--- src/rtl/sample_streamer.sv ---
// -----------------------------------------------------------------------------
// sample_streamer
//
// Buffers samples in a small FIFO and, on request, streams them out as
// number/valid strobes to a downstream filter at a programmable rate.
// The consumer has no backpressure: every output_valid cycle is accepted.
//
// Handshake: output_valid is a one-cycle strobe. output_number carries the
// sample during that cycle and holds the last emitted value otherwise.
// There is no ready signal, so every strobe counts as a transfer.
//
// Parameters
//   NUMBER_WIDTH : sample word width
//   DEPTH_LOG2   : buffer holds 2**DEPTH_LOG2 samples
//
// Ports
//   clk           : single clock, rising edge
//   rst_n         : synchronous active-low reset
//   wr_data       : sample to push
//   wr_en         : push strobe
//   start         : one-cycle request to begin streaming (ignored while busy)
//   rate_div      : emit period minus one, latched at start
//   full          : buffer holds 2**DEPTH_LOG2 samples
//   overflow      : sticky, a push was dropped because the buffer was full
//   output_number : sample to the filter
//   output_valid  : one-cycle strobe to the filter
//   busy          : high while not idle
//   done          : one-cycle pulse on the final emitted sample
//   fsm_state     : current FSM state (debug visibility)
//   output_last   : only with SAMPLE_STREAMER_LAST_EN defined; high with
//                   output_valid on the final sample of a stream
//
// Configuration macro: SAMPLE_STREAMER_LAST_EN
// -----------------------------------------------------------------------------
module sample_streamer #(
  parameter int NUMBER_WIDTH = 16,
  parameter int DEPTH_LOG2   = 4
) (
  input  logic                    clk,
  input  logic                    rst_n,
  input  logic [NUMBER_WIDTH-1:0] wr_data,
  input  logic                    wr_en,
  input  logic                    start,
  input  logic [7:0]              rate_div,
  output logic                    full,
  output logic                    overflow,
  output logic [NUMBER_WIDTH-1:0] output_number,
  output logic                    output_valid,
  output logic                    busy,
  output logic                    done,
`ifdef SAMPLE_STREAMER_LAST_EN
  output logic                    output_last,
`endif
  output logic [1:0]              fsm_state
);

  localparam int DEPTH = 1 << DEPTH_LOG2;
  localparam int CW    = DEPTH_LOG2 + 1;

  typedef enum logic [1:0] {
    ST_IDLE = 2'd0,
    ST_WAIT = 2'd1,
    ST_EMIT = 2'd2
  } state_t;

  state_t state, state_next;

  logic [NUMBER_WIDTH-1:0] mem [0:DEPTH-1];
  logic [DEPTH_LOG2-1:0]   wr_ptr;
  logic [DEPTH_LOG2-1:0]   rd_ptr;
  logic [CW-1:0]           count;
  logic [CW-1:0]           count_next;

  logic [7:0]              period, period_next;
  logic [7:0]              div, div_next;
  logic [NUMBER_WIDTH-1:0] last_number;
  logic                    overflow_q;

  logic                    push;
  logic                    pop;
  logic                    stream_end;

  // full is taken from the occupancy before this edge's pop, so a push into
  // a full buffer is dropped even when a pop happens in the same cycle.
  assign full = (count == CW'(DEPTH));
  assign push = wr_en && !full;
  assign pop  = (state == ST_EMIT);

  always_comb begin
    count_next = count + {{(CW-1){1'b0}}, push} - {{(CW-1){1'b0}}, pop};
  end

  // ---------------------------------------------------------------------------
  // FSM next-state logic
  // ---------------------------------------------------------------------------
  always_comb begin
    state_next  = state;
    period_next = period;
    div_next    = div;
    stream_end  = 1'b0;
    case (state)
      ST_IDLE: begin
        if (start && (count != '0)) begin
          period_next = rate_div;
          div_next    = 8'd0;
          state_next  = ST_EMIT;
        end
      end
      ST_EMIT: begin
        // A push arriving with the final pop keeps count_next non-zero,
        // so the stream continues instead of ending.
        if (count_next == '0) begin
          stream_end = 1'b1;
          state_next = ST_IDLE;
        end else if (period == 8'd0) begin
          state_next = ST_EMIT;
        end else begin
          div_next   = period;
          state_next = ST_WAIT;
        end
      end
      ST_WAIT: begin
        div_next = div - 8'd1;
        // div counts period..1; leaving at 1 gives period+1 cycles between
        // successive strobes.
        if (div <= 8'd1) begin
          state_next = ST_EMIT;
        end
      end
      default: begin
        state_next = ST_IDLE;
      end
    endcase
  end

  // ---------------------------------------------------------------------------
  // State, pointers, occupancy and held output
  // ---------------------------------------------------------------------------
  always_ff @(posedge clk) begin
    if (!rst_n) begin
      state       <= ST_IDLE;
      wr_ptr      <= '0;
      rd_ptr      <= '0;
      count       <= '0;
      period      <= 8'd0;
      div         <= 8'd0;
      last_number <= '0;
      overflow_q  <= 1'b0;
    end else begin
      state  <= state_next;
      period <= period_next;
      div    <= div_next;
      count  <= count_next;
      if (push) begin
        wr_ptr <= wr_ptr + 1'b1;
      end
      if (pop) begin
        rd_ptr      <= rd_ptr + 1'b1;
        last_number <= mem[rd_ptr];
      end
      if (wr_en && full) begin
        overflow_q <= 1'b1;
      end
    end
  end

  // Storage has no reset; only pointers and count define what is valid.
  always_ff @(posedge clk) begin
    if (rst_n && push) begin
      mem[wr_ptr] <= wr_data;
    end
  end

  // ---------------------------------------------------------------------------
  // Outputs
  // ---------------------------------------------------------------------------
  assign output_valid  = (state == ST_EMIT);
  assign output_number = output_valid ? mem[rd_ptr] : last_number;
  assign busy          = (state != ST_IDLE);
  // A cycle with rst_n low aborts the stream, so it never reports an end.
  assign done          = stream_end && rst_n;
  assign overflow      = overflow_q;
  assign fsm_state     = state;

`ifdef SAMPLE_STREAMER_LAST_EN
  assign output_last = done;
`endif

endmodule

--- config.mk ---
export PLATFORM = sky130hd
export DESIGN_NAME = sample_streamer
export DESIGN_NICKNAME = d
export VERILOG_FILES = /design/src/rtl/sample_streamer.sv
export SDC_FILE = /design/constraint.sdc
export NUM_CORES = 1
export LEC_CHECK = 0
export CORE_UTILIZATION = 30
export CTS_CLUSTER_DIAMETER = 60
export CTS_CLUSTER_SIZE = 40
export DETAILED_ROUTE_END_ITERATION = 8
export DONT_BUFFER_PORTS = 1
export PLACE_DENSITY_LB_ADDON = 0.15
export SLEW_MARGIN = 25
export SYNTH_ARGS = -nofsm -noshare
export SYNTH_HDL_FRONTEND = slang
export SYNTH_SLANG_ARGS = --single-unit
--- constraint.sdc ---
create_clock -name clk -period 7.24 [get_ports clk]
set_input_delay 0.362 -clock clk [delete_from_list [all_inputs] [get_ports clk]]
set_output_delay 0.362 -clock clk [all_outputs]
set_load 0.01 [all_outputs]
==> impl_metrics.env <==
export IMPL_status="finished clean"
export IMPL_dpl_hpwl_um=17100
export IMPL_worstSetupEndpointType="output port"
export IMPL_initial_core_util_pct=30.5
export IMPL_r2r_setup_slack_ns=3.04
export IMPL_place_ws_ns=3.00
export IMPL_ys_top_cells_by_count="edfxtp_1 (256), mux4_2 (64), nor2_1 (57)"
export IMPL_path_class="flip-flop to output port"
export IMPL_whs_path_depth=3
export IMPL_grt_pass1_wl_um=44100
export IMPL_wire_per_inst_um=22.8
export IMPL_yosysUniqueCellTypes=51
export IMPL_finClkSkew_ns=0.0240
export IMPL_relSlewSlack_pct=36.3
export IMPL_critPathArrivalTime_ns=4.44
export IMPL_clock_latency_ns=0.56
export IMPL_max_freq_ghz=0.208
export IMPL_drtIter0Drc=352
export IMPL_rows=74
export IMPL_r2r_start="count[2]"
export IMPL_die_h_um=206
export IMPL_yosys_area_top_type="edfxtp_1"
export IMPL_min_path_type="input port to flip-flop"
export IMPL_whs_endpoint="fsm_state[1]"
export IMPL_io_buffers=0
export IMPL_ys_seq_area_share_pct=70.0
export IMPL_slew_viol_final=0
export IMPL_gr_usage_all_layers_pct=14.4
export IMPL_h_tree_depth=1
export IMPL_stdcell_count=1299
export IMPL_synthFlopType="edfxtp_1"
export IMPL_reg2reg_to="div[3]"
export IMPL_cts_setup_buffers=0
export IMPL_p_leak_nw=4.58
export IMPL_clockBufferDepth=3
export IMPL_hold_buffers=27
export IMPL_synth_avg_cell_area_um2=17.8
export IMPL_netlist_area_mm2=0.0125
export IMPL_ant_nets=0
export IMPL_synth_edf_count=256
export IMPL_grt_setup_unrepaired="no"
export IMPL_layout_nets=789
export IMPL_dp_cells=1217
export IMPL_drt_vias_per_instance=4.89
export IMPL_drc=0
export IMPL_die_area_mm2=0.0424
export IMPL_synth_warnings=0
export IMPL_grt_overflow=0
export IMPL_fin_setup_tns_ns=0
export IMPL_synth_top_area_share_pct=61.7
export IMPL_area_growth_pct=15.8
export IMPL_first_global_vias=6746
export IMPL_cts_tree="done"
export IMPL_cts_num_sinks=308
export IMPL_vias=6349
export IMPL_antenna_found_initial=2
export IMPL_firstDrtPassIters=4
export IMPL_start_kind="flip-flop"
export IMPL_worstPathMaxFanout=8
export IMPL_synth_area_top_cells="edfxtp_1 (62%), mux4_2 (12%), dfxtp_1 (8.4%)"
export IMPL_powerDensity_mw_per_mm2=343
export IMPL_root_buffer="clkbuf_16"
export IMPL_timing_final_setup_violations=0
export IMPL_synth_most_common_cell="edfxtp_1"
export IMPL_synth_seq_cells=308
export IMPL_ff2ff_path_depth=15
export IMPL_cts_buffers=29
export IMPL_ys_async_sr_fraction_pct=0
export IMPL_tightestPinTransition_ns=0.956
export IMPL_clk_pin_slew_ns=0.07
export IMPL_ioPinCount=51
export IMPL_wl_um=29600
export IMPL_grt_max_degree=65
export IMPL_irDropWorstVdd_v=0.000126
export IMPL_synthCells=702
export IMPL_fin_util_pct=35.3
export IMPL_cap_violations=0
export IMPL_die_x_um=206
export IMPL_fp_coreArea_mm2=0.0409
export IMPL_drive_gt1_share_pct=23.0
export IMPL_fin_crit_sh_pct=66.3
export IMPL_ctsResizeCount=0
export IMPL_layout_min_cycle_time_ns=4.80
export IMPL_gp_congestion=0.790
export IMPL_required_ns=6.88
export IMPL_syn_nets=748
export IMPL_fin_ws_ns=2.44
export IMPL_hold_viol_final=0
export IMPL_worstHoldStart="start"
export IMPL_hold_ws_ns=0.120
power by group:
group          internal (W)  switching, W  total [W]
Clock              0.000879      0.000737    0.00162
Sequential          0.00202      0.000109    0.00213
Combinational      0.000514      0.000686    0.00120
flip-flops by register name, summed over array words and instances, names as in the netlist, named ones only:
signal,flops
mem,256
last_number,16
div,8
period,8
count,5
rd_ptr,4
wr_ptr,4
fsm_state,2
overflow,1
how the worst max path moves through the flow:
stage                        start  slack [ns]   end  cells past startpoint
after floorplan           count[2]        3.73  done                     15
after global placement    count[2]        3.25  done                     14
after detailed placement  count[2]        3.00  done                     14
after CTS                 count[2]        2.39  done                     14
after global routing      count[2]        2.16  done                     14
final                     count[2]        2.44  done                     14
per-stage QoR:
stage / total power (W) / area, um^2
after floorplan: 0.00310 / 12500
after global placement: 0.00333 / 13100
after detailed placement: 0.00336 / 13100
after CTS: 0.00503 / 14400
after global routing: 0.00518 / 14400
final: 0.00495 / 14400
kinds of logic (layout without fill, tap and decap cells):
kind of cell             count (synthesis)  in the layout  synth area share [%]
XOR/XNOR                                13             13                 0.913
other                                    0              1                     0
AND/OR/NAND/NOR                        155            155                  6.24
multiplexers                            96             96                  14.1
AO/OA/AOI/OAI                           58             58                  4.58
flip-flops                             308            308                  70.0
adder cells (fa/ha/maj)                 18             18                  1.87
buffers and inverters                   54            118                  2.24
layout make-up:
cell class	count	area, um^2
antenna	1	2.50
clock buffer	31	733
clock inverter	23	283
fill	3868	26500
inverter	18	67.6
multi-input combinational	340	3520
sequential	308	8740
tap	532	666
timing repair buffer	46	423
critical path: stages (launching register included):
cell      delay [ns]
dfxtp_1         0.34
inv_1           0.07
ha_1            0.20
and4bb_2        0.28
nor2b_1         0.50
inv_1           0.17
ha_1            0.32
inv_1           0.06
ha_1            0.18
inv_1           0.09
fa_1            0.44
xnor2_1         0.16
nor3b_1         0.27
nand2_1         0.18
nor4_1          0.63
per-layer routing:
layer	routed length, um	global-route usage, %	up-vias
met3	1200	2.45	40
met4	434	2.81	4
met2	14700	24.4	106
met5	22	0	-
li1	-	-	2842
met1	13300	19.3	3357
cell usage in the layout, fill, tap and decap left out, drive strengths merged, types with 3 or more instances in the layout:
cell / n
clkbuf: 31
xor2: 5
dfxtp: 52
bufinv: 3
nor4: 3
nor2b: 18
clkinv: 7
and2: 22
inv: 29
o21ai: 7
nor2: 58
a211oi: 17
mux4: 64
a221oi: 16
nand2: 31
buf: 20
nor3b: 3
xnor2: 8
dlygate4sd3: 26
ha: 17
a21oi: 5
nor3: 4
mux2i: 32
edfxtp: 256
(Power assumes the default switching activity.)
